`config.mk`:
```
export PLATFORM = sky130hd
export DESIGN_NAME = reg_read_port
export DESIGN_NICKNAME = d
export VERILOG_FILES = /design/src/rtl/reg_read_port.sv
export SDC_FILE = /design/constraint.sdc
export NUM_CORES = 1
export LEC_CHECK = 0
export BUFFER_PORTS_ARGS = -buffer_cell sky130_fd_sc_hd__buf_2
export CAP_MARGIN = 20
export CORE_MARGIN = 1.5
export CORE_UTILIZATION = 40
export CTS_CLUSTER_SIZE = 8
export DETAILED_ROUTE_END_ITERATION = 12
export PLACE_DENSITY = 0.8
export RECOVER_POWER = 50
export SETUP_SLACK_MARGIN = 0.15
export SYNTH_ARGS = -nofsm -noshare
export SYNTH_HDL_FRONTEND = slang
export SYNTH_SLANG_ARGS = --single-unit
```
`constraint.sdc`:
```
create_clock -name clk -period 1.79 [get_ports clk]
set_input_delay 0.2685 -clock clk [delete_from_list [all_inputs] [get_ports clk]]
set_output_delay 0.2685 -clock clk [all_outputs]
set_load 0.02 [all_outputs]
```
`src/rtl/reg_read_port.sv`:
```
// Read port for the load-register bank: captures one register into a holding
// register and hands it to a consumer over a valid/ready handshake.
// Optional feature: define RD_PARITY_EN to add the even-parity output data_par.
module reg_read_port #(
    parameter int DATA_W   = 16,
    parameter int NUM_REGS = 8,
    parameter int SEL_W    = 3
) (
    input  logic                       clk,
    input  logic                       rst,
    input  logic [NUM_REGS*DATA_W-1:0] reg_bank,
    input  logic                       rd_req,
    input  logic [SEL_W-1:0]           rd_sel,
    output logic                       rd_ready,
    output logic [DATA_W-1:0]          data_out,
    output logic                       out_valid,
    input  logic                       out_ready,
    output logic                       sel_err
`ifdef RD_PARITY_EN
    ,
    output logic                       data_par
`endif
);

    typedef enum logic [1:0] {
        IDLE   = 2'd0,
        SAMPLE = 2'd1,
        VALID  = 2'd2
    } state_t;

    state_t              r_state;
    state_t              w_nextState;
    logic [SEL_W-1:0]    r_selQ;
    logic [DATA_W-1:0]   r_dataOut;
    logic                r_outValid;
    logic                r_selErr;
    logic                w_canAccept;
    logic                w_accept;
    logic                w_selOor;
    logic [DATA_W-1:0]   w_sampleVal;
`ifdef RD_PARITY_EN
    logic                r_dataPar;
`endif

    // A new request can be taken when idle, or when the held result is consumed this cycle.
    assign w_canAccept = (r_state == IDLE) || ((r_state == VALID) && out_ready);
    assign w_accept    = w_canAccept && rd_req;
    assign rd_ready    = w_canAccept && !rst;

    // Compare one bit wider than sel_q so an index equal to NUM_REGS cannot alias a real register.
    assign w_selOor = ({1'b0, r_selQ} >= (SEL_W+1)'(NUM_REGS));

    always_comb begin
        w_sampleVal = '0;
        for (int i = 0; i < NUM_REGS; i++) begin
            if (r_selQ == SEL_W'(i)) begin
                w_sampleVal = reg_bank[i*DATA_W +: DATA_W];
            end
        end
    end

    always_ff @(posedge clk or posedge rst) begin
        if (rst) begin
            r_state <= IDLE;
        end else begin
            r_state <= w_nextState;
        end
    end

    always_comb begin
        w_nextState = r_state;
        case (r_state)
            IDLE: begin
                if (rd_req) begin
                    w_nextState = SAMPLE;
                end
            end
            SAMPLE: begin
                w_nextState = VALID;
            end
            VALID: begin
                if (out_ready) begin
                    w_nextState = rd_req ? SAMPLE : IDLE;
                end
            end
            default: begin
                w_nextState = IDLE;
            end
        endcase
    end

    // Data path: result registers only change in SAMPLE, so they stay stable through any stall.
    always_ff @(posedge clk or posedge rst) begin
        if (rst) begin
            r_selQ     <= '0;
            r_dataOut  <= '0;
            r_outValid <= 1'b0;
            r_selErr   <= 1'b0;
`ifdef RD_PARITY_EN
            r_dataPar  <= 1'b0;
`endif
        end else begin
            if (w_accept) begin
                r_selQ <= rd_sel;
            end
            if (r_state == SAMPLE) begin
                r_dataOut  <= w_selOor ? '0 : w_sampleVal;
                r_selErr   <= w_selOor;
                r_outValid <= 1'b1;
`ifdef RD_PARITY_EN
                r_dataPar  <= w_selOor ? 1'b0 : ^w_sampleVal;
`endif
            end else if ((r_state == VALID) && out_ready) begin
                r_outValid <= 1'b0;
            end
        end
    end

    assign data_out  = r_dataOut;
    assign out_valid = r_outValid;
    assign sel_err   = r_selErr;
`ifdef RD_PARITY_EN
    assign data_par  = r_dataPar;
`endif

endmodule
```
After elaboration in Yosys (flattened, before gate mapping) --
Index checks and enable logic that the tools add are counted.
Word-level totals: bits in registers 22, input bits 135, logic and storage cells 38, output and inout bits 19
Cells by class: mux-type cells 14, equal/unequal tests 11, reduce and logical (&&, ||, !) cells 9
Operators by type and width (number):
- two-way mux 16 bit | 8
- == test 3 bit (second input constant) | 4
- == test 3 x 2 -> 1 bit (second input constant) | 2
- case mux 2 bit (3 select lines) | 1
- two-way mux 2 bit | 2
- != test 2 bit (second input constant) | 2
- == test 3 x 1 -> 1 bit (second input constant) | 1
- logical AND 1 bit | 3
- zero test 3 bit | 1
- two-way mux 1 bit | 3
- == test 2 x 1 -> 1 bit (second input constant) | 1
- == test 2 bit (second input constant) | 1
- zero test 2 bit | 1
- AND reduction 2 bit | 1
- nonzero test 2 bit | 1
- zero test 1 bit | 1
- logical OR 1 bit | 1

Longest topological paths before layout --
Gate-level depths: netlist (run 1).
depth in word-level cells 9, depth in mapped cells 6, mapped depth without buffers 4

Least setup slack after synthesis (run 1) --
OpenSTA, ideal clock, no wires.
kind reg2reg, from reg r_state[1], to reg r_dataOut[0], in the netlist data_out[0], clock period less this slack 1.307 ns, cell stages (with the launch flop) 6, buffers on the path 1, setup slack 0.483 ns, data required time 1.653 ns, setup time 0.137 ns, data arrival time 1.171 ns, path through dfrtp_1 nand2b_1 or2_4 buf_6 o22ai_1 a31oi_1
On the way: cells in the longest elaborated chain, start to end 1
Ends and longest elaborated chain:
- from (decl) | line 31 | state_t r_state;
- from (signal assigned) | line 66 | r_state <= w_nextState;
- == test 2 x 1 -> 1 bit | line 106 | if (r_state == SAMPLE) begin
- to (signal assigned) | line 107 | r_dataOut <= w_selOor ? '0 : w_sampleVal;
- to (decl) | line 34 | logic [DATA_W-1:0] r_dataOut;
No other way between the ends. A chain may end at the register's enable or synchronous reset.

Final worst setup path (run 1) --
from reg r_selQ[1], to reg r_dataOut[15], in the netlist data_out[15]
On the way: cells in the longest elaborated chain, start to end 9, elaborated cells on any way between the ends 16, classes of those cells eq/ne (7); mux (8); reduce/logical (1)
Ends and longest elaborated chain:
- from (decl) | line 33 | logic [SEL_W-1:0] r_selQ;
- from (signal assigned) | line 104 | r_selQ <= rd_sel;
- zero test 3 bit | line 56 | if (r_selQ == SEL_W'(i)) begin
- two-way mux 16 bit (7 in series) | line 56
- two-way mux 16 bit (*) | line 56
Every way passes the cells marked *; elsewhere a longest branch is shown, timed or not.

==> impl_metrics.sql, run 1 <==
INSERT INTO impl_metrics (metric_group, metric, value, unit) VALUES
('outcome', 'status', 'completed', ''),
('setup_path', 'critPathCaptureType', 'register', ''),
('setup_path', 'worst-path-max-fanout', '18', ''),
('setup_path', 'worst_ep_required_time', '1.93', 'ns'),
('final_layout', 'num_antenna_cells', '0', ''),
('yosys', 'synth.yosys.warnings', '0', ''),
('yosys', 'synthDistinctLibCells', '33', ''),
('setup_path', 'rr_startpoint', 'r_selQ[1]', ''),
('sta', 'finalSetupTns', '0', 'ns'),
('floorplan', 'starting_density_of_the_core', '0.423', ''),
('sta', 'hold_violations', '0', ''),
('floorplan', 'die_w', '74.4', 'microns'),
('floorplan', 'fp.dieArea', '0.00553', 'sq mm'),
('floorplan', 'core-area', '0.00482', 'sq mm'),
('yosys', 'cell_area_synth', '0.00204', 'sq mm'),
('clocking', 'htreeDepth', '1', ''),
('yosys', 'top_post_synthesis_cells_by_area', 'sky130_fd_sc_hd__dfrtp_1 (27%), sky130_fd_sc_hd__mux2i_1 (14%), sky130_fd_sc_hd__a21oi_1 (6.9%), sky130_fd_sc_hd__o2bb2ai_1 (5.6%), sky130_fd_sc_hd__o21ai_0 (5.2%)', ''),
('sta', 'min_period', '1.59', 'ns'),
('worst_hold_path', 'min_from', 'rd_sel[2]', ''),
('worst_hold_path', 'timing.hold.worst.class', 'input pin to register', ''),
('power_and_ir_drop', 'cellPowerDensity', '1100', 'mW/mm^2'),
('run', 'max-cap-violations', '0', ''),
('sta', 'fin_crit_sh', '0.889', ''),
('yosys', 'post_synth_inst_count', '251', ''),
('global_routing', 'grt_pass1_wl', '10.7', 'mm'),
('final_layout', 'area_growth', '39.3', '%'),
('yosys', 'synth-seq-area-share', '0.270', ''),
('placed_design', 'detailedPlacementHpwl', '5.85', 'mm'),
('routing', 'detail_route.wirelength', '7.17', 'mm'),
('power_and_ir_drop', 'max-vdd-ir-drop', '0.414', 'mV'),
('routing', 'drt_iter0_drc', '197', ''),
('yosys', 'synth_largest_type_area_fraction', '0.270', ''),
('sta', 'max_freq', '0.628', 'GHz'),
('routing', 'drtAntennaViolNets', '0', ''),
('setup_path', 'cp.arrival', '1.73', 'ns'),
('setup_path', 'path_class', 'register to register', ''),
('final_layout', 'ratio_of_cells_with_drive_above_1_in_the_final_layout', '0.403', ''),
('sta', 'clock_skew', '0.00505', 'ns'),
('setup_path', 'crit_chain', 'buf_4, mux2i_1, o2bb2ai_1, o21ai_0, a31oi_1', ''),
('setup_path', 'cp_top_family', 'compound AO/OA/AOI/OAI gates', ''),
('placed_design', 'place_congestion', '0.979', ''),
('yosys', 'mappedNetlistNets', '386', ''),
('yosys', 'yosysTopAreaCell', 'sky130_fd_sc_hd__dfrtp_1', ''),
('clocking', 'clock_transition_at_the_registers_of_the_reported_paths', '0.08', 'ns'),
('final_layout', 'n_fill_cell', '496', ''),
('clocking', 'worstSkewPairLatency', '0.27', 'ns'),
('final_layout', 'most_common_library_cell_in_the_layout_ignoring_fill_and_taps', 'sky130_fd_sc_hd__buf_2', ''),
('final_layout', 'mostFrequentLayoutCells', 'sky130_fd_sc_hd__buf_2 (134), sky130_fd_sc_hd__mux2i_1 (29), sky130_fd_sc_hd__a21oi_1 (28)', ''),
('power_and_ir_drop', 'p_leak', '1.36', 'nW'),
('clocking', 'cts_max_path_buffers', '2', ''),
('final_layout', 'final_core_utilization', '0.590', ''),
('routing', 'detailroute.via_count', '2469', ''),
('clocking', 'clkSinkCount', '22', ''),
('sta', 'rsz0062_at_grt', 'no', ''),
('sta', 'report.final.slew_viol_count', '0', ''),
('floorplan', 'io_pins', '154', ''),
('routing', 'drt-pass1-iter-count', '7', ''),
('setup_path', 'critical-path-max-stage-delay', '0.41', 'ns'),
('setup_path', 'worstSetupStartpoint', 'r_selQ[1]', ''),
('global_routing', 'overflow_left_after_global_routing', '0', ''),
('global_routing', 'grt_max_degree', '35', ''),
('global_routing', 'antenna_found_initial', '0', ''),
('floorplan', 'die_y', '74.4', 'microns'),
('global_routing', 'grt_util_all_layers', '0.251', ''),
('placed_design', 'io_buffer_count', '152', ''),
('yosys', 'avg_cell_area_syn', '8.12', 'sq um'),
('clocking', 'cts_root_buf', 'sky130_fd_sc_hd__clkbuf_8', ''),
('yosys', 'ys_seq_elements', '22', ''),
('setup_path', 'worstPathBufferInverterCount', '1', ''),
('routing', 'wl_per_cell', '15.5', 'microns'),
('clocking', 'tritoncts_clock_tree', 'built', ''),
('routing', 'drt_drc_violations_left', '0', ''),
('setup_path', 'critPathSlowestCell', 'sky130_fd_sc_hd__dfrtp_2', ''),
('routing', 'viasPerCell', '5.32', ''),
('global_routing', 'first_global_vias', '2231', ''),
('sta', 'number_of_setup_violations_in_the_final_report', '0', ''),
('final_layout', 'finish.net_count', '533', ''),
('setup_path', 'setup.worst_path.start_class', 'register', ''),
('floorplan', 'floorplan.rows', '25', ''),
('clocking', 'cts-buffers-inserted', '3', '');
## per-stage QoR
stage	power (mW)	setup slack [ns]	hold WS (ns)	instances	instance area [sq um]
final	3.11	0.199	0.218	464	2840
after global routing	3.35	0.162	0.221	464	2840
after CTS	3.12	0.208	0.214	462	2850
after detailed placement	2.76	0.216	0.277	457	2780
after global placement	2.70	0.264	0.272	457	2780
after floorplan	2.23	0.483	0.258	251	2040
## registers in the layout (all words and copies together) (netlist names)
signal and cells:
data_out 16, r_selQ 3, r_state 2, out_valid 1
## final cells by class
class | count | area (sq um) | share of cell area
tap | 67 | 83.8 | 0.0295
multi-input combinational | 202 | 1280 | 0.451
clock buffer | 4 | 55.1 | 0.0194
timing repair buffer | 166 | 856 | 0.301
inverter | 3 | 11.3 | 0.00396
sequential | 22 | 553 | 0.195
## cell families (layout without fill, tap and decap cells)
kind of cell	after synthesis	count (layout)	share of synthesized area
multiplexers	31	31	0.153
AO/OA/AOI/OAI	116	116	0.334
flip-flops	22	22	0.270
other	1	1	0.00184
buffers and inverters	27	173	0.104
AND/OR/NAND/NOR	54	54	0.137
## report_power, final
part / total [mW] / internal, mW / switching (mW) / leakage (nW)
sequential: 0.869 / 0.707 / 0.163 / 0.249
clock: 0.369 / 0.197 / 0.172 / 0.0288
combinational: 1.87 / 0.762 / 1.11 / 1.08
## layer usage
metal  vias to the layer above  GRT usage  part of all wire
met4                         0     0.0566             0.012
met2                       117      0.385              0.46
met1                      1103      0.374              0.46
met3                        11     0.0339             0.062
met5                         -          0                 0
li1                       1238          -                 -
## cell usage after synthesis
cell type                   number
sky130_fd_sc_hd__and4_1          3
sky130_fd_sc_hd__nand3b_1        3
sky130_fd_sc_hd__nor2_1         27
sky130_fd_sc_hd__a211oi_1        3
sky130_fd_sc_hd__a21oi_1        28
sky130_fd_sc_hd__nand2b_1        3
sky130_fd_sc_hd__and2b_1         1
sky130_fd_sc_hd__buf_4           6
sky130_fd_sc_hd__o22ai_1        16
sky130_fd_sc_hd__o21ai_0        21
sky130_fd_sc_hd__inv_1           2
sky130_fd_sc_hd__mux2_1          2
sky130_fd_sc_hd__clkbuf_1        4
sky130_fd_sc_hd__nand3_1         1
sky130_fd_sc_hd__a22oi_1         3
sky130_fd_sc_hd__a31oi_1        13
sky130_fd_sc_hd__dfrtp_1        22
sky130_fd_sc_hd__nor2b_1         5
sky130_fd_sc_hd__mux2i_1        29
sky130_fd_sc_hd__clkbuf_4        1
sky130_fd_sc_hd__or2_4           1
sky130_fd_sc_hd__o21ai_1        19
sky130_fd_sc_hd__buf_6           6
sky130_fd_sc_hd__or2b_1          1
sky130_fd_sc_hd__conb_1          1
sky130_fd_sc_hd__inv_2           1
sky130_fd_sc_hd__nor3b_2         1
sky130_fd_sc_hd__nor3_1          1
sky130_fd_sc_hd__nor3_2          1
sky130_fd_sc_hd__buf_2           5
sky130_fd_sc_hd__buf_12          2
sky130_fd_sc_hd__nand2_1         6
sky130_fd_sc_hd__o2bb2ai_1      13
## tightest hold or removal path: cells and delay by family
kind | cells | cell delay (ns)
buf+inv | 1 | 0.08
simple gates | 1 | 0.04
compound gates | 1 | 0.07
## worst paths after layout
| check | to | slack [ns] | cells after the start |
|---|---|---|---|
| max | data_out[15] | 0.20 | 5 |
| min | r_selQ[2] | 0.22 | 3 |
| max reg2reg | data_out[15] | 0.20 | 5 |
| min reg2reg | data_out[6] | 0.53 | 2 |
| max in group asynchronous | data_out[11] | 0.62 | 4 |
| min in group asynchronous | r_state[1] | 0.51 | 3 |
## what timing repair did
item                                    4_1_cts  5_1_grt
hold buffers                                  1        0
endpoints found under the setup margin        0        5
endpoints found under the hold margin         9        0
buffers inserted                              0        2
gates resized for setup                       0        3
Note: power is estimated with default switching activity, not from simulation.
==> run 2: changes to the inputs <==
- CORE_UTILIZATION: 40 -> 41
- PLACE_DENSITY: 0.8 -> 0.82
- REMOVE_ABC_BUFFERS: unset -> 1
==> run 2 against run 1 <==
Net effect: final area is 0.92% lower; power is 3.4% lower; first-iteration DRC count is 49% lower; non-clock buffer count is 3 lower; register-to-register slack hardly changed; flip-flop and latch count stayed put; worst setup slack better by 0.0062 ns; highest routed layer unchanged.
==> impl_metrics.sql, run 2 (synthesis gave the netlist of run 1 again) <==
INSERT INTO impl_metrics (metric_group, metric, value, unit) VALUES
('outcome', 'status', 'completed', ''),
('floorplan', 'io_pins', '154', ''),
('power_and_ir_drop', 'seq_power_share', '0.282', ''),
('routing', 'detail_route.wirelength', '6.37', 'mm'),
('final_layout', 'most_common_library_cell_in_the_layout_ignoring_fill_and_taps', 'sky130_fd_sc_hd__buf_2', ''),
('power_and_ir_drop', 'power_frac_clock', '0.102', ''),
('global_routing', 'first_global_vias', '2320', ''),
('setup_path', 'critPathCaptureType', 'register', ''),
('power_and_ir_drop', 'power_frac_comb', '0.616', ''),
('setup_path', 'rr_startpoint', 'r_selQ[0]', ''),
('final_layout', 'final-instance-count-excl-fill', '460', ''),
('sta', 'postLayoutSetupSlackWorst', '0.205', 'ns'),
('worst_hold_path', 'timing.hold.worst.class', 'input pin to register', ''),
('final_layout', 'register_area', '553', 'sq um'),
('sta', 'clock_skew', '0.00754', 'ns'),
('sta', 'max_freq', '0.631', 'GHz'),
('final_layout', 'multiInputGateArea', '0.00128', 'sq mm'),
('sta', 'max_slew.worst_pin.slew', '1.19', 'ns'),
('sta', 'maxSlewHeadroom', '0.207', ''),
('power_and_ir_drop', 'max-vdd-ir-drop', '0.512', 'mV'),
('setup_path', 'worst-path-max-fanout', '58', ''),
('placed_design', 'place_congestion', '0.756', ''),
('routing', 'drt-pass1-iter-count', '4', ''),
('sta', 'number_of_setup_violations_in_the_final_report', '0', ''),
('floorplan', 'starting_density_of_the_core', '0.429', ''),
('final_layout', 'n_fill_cell', '467', ''),
('sta', 'min_period', '1.59', 'ns'),
('global_routing', 'grt_max_degree', '59', ''),
('sta', 'report.final.slew_viol_count', '0', ''),
('global_routing', 'antenna_found_initial', '0', ''),
('power_and_ir_drop', 'p_switching', '1.38', 'mW'),
('setup_path', 'timing.reg2reg.setup_slack', '0.20', 'ns'),
('setup_path', 'worst_ep_required_time', '1.92', 'ns'),
('sta', 'hold_violations', '0', ''),
('sta', 'rsz0062_at_grt', 'no', ''),
('global_routing', 'overflow_left_after_global_routing', '0', ''),
('sta', 'finalSetupTns', '0', 'ns'),
('routing', 'drtAntennaViolNets', '0', ''),
('clocking', 'cts-buffers-inserted', '3', ''),
('final_layout', 'ratio_of_cells_with_drive_above_1_in_the_final_layout', '0.425', ''),
('setup_path', 'worstSetupStartpoint', 'r_selQ[0]', ''),
('placed_design', 'dpl_worst_slack', '0.272', 'ns'),
('global_routing', 'grt_pass1_wl', '9.93', 'mm'),
('setup_path', 'worstRegToRegCells', '5', ''),
('sta', 'fin_crit_sh', '0.886', ''),
('floorplan', 'die_w', '73.5', 'microns'),
('routing', 'wl_per_cell', '13.9', 'microns'),
('floorplan', 'floorplan.rows', '25', ''),
('floorplan', 'die_y', '73.5', 'microns'),
('clocking', 'clkSinkCount', '22', ''),
('run', 'max-cap-violations', '0', ''),
('power_and_ir_drop', 'p_total', '3.01', 'mW'),
('clocking', 'cts_max_path_buffers', '2', ''),
('setup_path', 'endpoint', 'data_out[4]', ''),
('placed_design', 'io_buffer_count', '152', ''),
('routing', 'drt_iter0_drc', '101', ''),
('clocking', 'cts_root_buf', 'sky130_fd_sc_hd__clkbuf_8', ''),
('power_and_ir_drop', 'p_int', '1.63', 'mW'),
('final_layout', 'largest_reg_flops', '16', ''),
('final_layout', 'mostFrequentLayoutCells', 'sky130_fd_sc_hd__buf_2 (145), sky130_fd_sc_hd__mux2i_1 (29), sky130_fd_sc_hd__a21oi_1 (28)', ''),
('global_routing', 'grt_util_all_layers', '0.231', ''),
('power_and_ir_drop', 'p_leak', '1.36', 'nW'),
('routing', 'drt_drc_violations_left', '0', ''),
('power_and_ir_drop', 'cellPowerDensity', '1070', 'mW/mm^2'),
('clocking', 'tritoncts_clock_tree', 'built', ''),
('clocking', 'htreeDepth', '1', ''),
('placed_design', 'detailedPlacementHpwl', '4.93', 'mm'),
('setup_path', 'cp.arrival', '1.72', 'ns'),
('placed_design', 'dp.cells', '457', ''),
('floorplan', 'core-area', '0.00475', 'sq mm'),
('clocking', 'clock_transition_at_the_registers_of_the_reported_paths', '0.08', 'ns'),
('final_layout', 'area_growth', '38.1', '%'),
('setup_path', 'path_class', 'register to register', ''),
('final_layout', 'finish.net_count', '530', ''),
('setup_path', 'reg2reg_to', 'data_out[4]', ''),
('floorplan', 'fp.dieArea', '0.00540', 'sq mm'),
('clocking', 'worstSkewPairLatency', '0.26', 'ns'),
('final_layout', 'num_antenna_cells', '0', ''),
('sta', 'finalHoldWorstSlack', '0.245', 'ns'),
('routing', 'viasPerCell', '5.28', ''),
('power_and_ir_drop', 'switching_share', '0.458', ''),
('routing', 'detailroute.via_count', '2430', ''),
('setup_path', 'setup.worst_path.start_class', 'register', '');
==> run 2: cell count changes in the layout (fill, tap and decap cells not counted), sizes merged <==
cell / change
dlygate4sd3: -1
buf: +9
clkbuf: -12
==> run 2: cell type report <==
cell class | count | area share
multi-input combinational | 202 | 0.455
timing repair buffer | 163 | 0.300
sequential | 22 | 0.197
tap | 67 | 0.0298
clock buffer | 3 | 0.0147
inverter | 3 | 0.00400
==> run 2: stage by stage <==
stage                     area [sq um]  utilization
after floorplan                   1840            -
after global placement            2780        0.585
after detailed placement          2780        0.585
after CTS                         2820        0.594
after global routing              2810        0.592
final                             2810        0.592
==> run 2: worst max-delay path, stage by stage (launching register included) <==
cell	delay (ns)
sky130_fd_sc_hd__dfrtp_2	0.39
sky130_fd_sc_hd__buf_12	0.24
sky130_fd_sc_hd__nand3_1	0.18
sky130_fd_sc_hd__or2_4	0.35
sky130_fd_sc_hd__o22ai_1	0.17
sky130_fd_sc_hd__a31oi_1	0.06
==> run 2: worst min-delay path by stage <==
stage                         start           to  slack [ns]  cells past startpoint
after global routing      rd_sel[0]    r_selQ[0]        0.25                      2
after detailed placement        rst  data_out[2]        0.34                      3
after CTS                       rst  data_out[2]        0.05                      3
after global placement          rst    out_valid        0.34                      3
final                     rd_sel[0]    r_selQ[0]        0.25                      2
after floorplan                 rst  data_out[0]        0.26                      1
==> run 2: metal layers <==
metal / up-vias / wire (microns) / part of all wire / track usage
li1: 1230 / - / - / -
met1: 1095 / 2760 / 0.43 / 0.289
met2: 103 / 3180 / 0.50 / 0.418
met3: 2 / 412 / 0.065 / 0.0316
met4: 0 / 15 / 0.0024 / 0.0514
met5: - / 0 / 0 / 0
==> run 2: what timing repair did <==
item	CTS	global route
setup buffers	0	0
resized for setup	0	2
hold buffers	0	0
setup endpoints to repair	0	2
==> run 2: power groups by stage <==
stage | combinational [mW] | sequential (mW) | clock, mW
detailed placement | 1.87 | 0.856 | 0
finish | 1.85 | 0.848 | 0.306
floorplan | 0.822 | 1.23 | 0
global placement | 1.84 | 0.845 | 0
CTS | 1.88 | 0.848 | 0.320
global route | 2.04 | 0.877 | 0.336
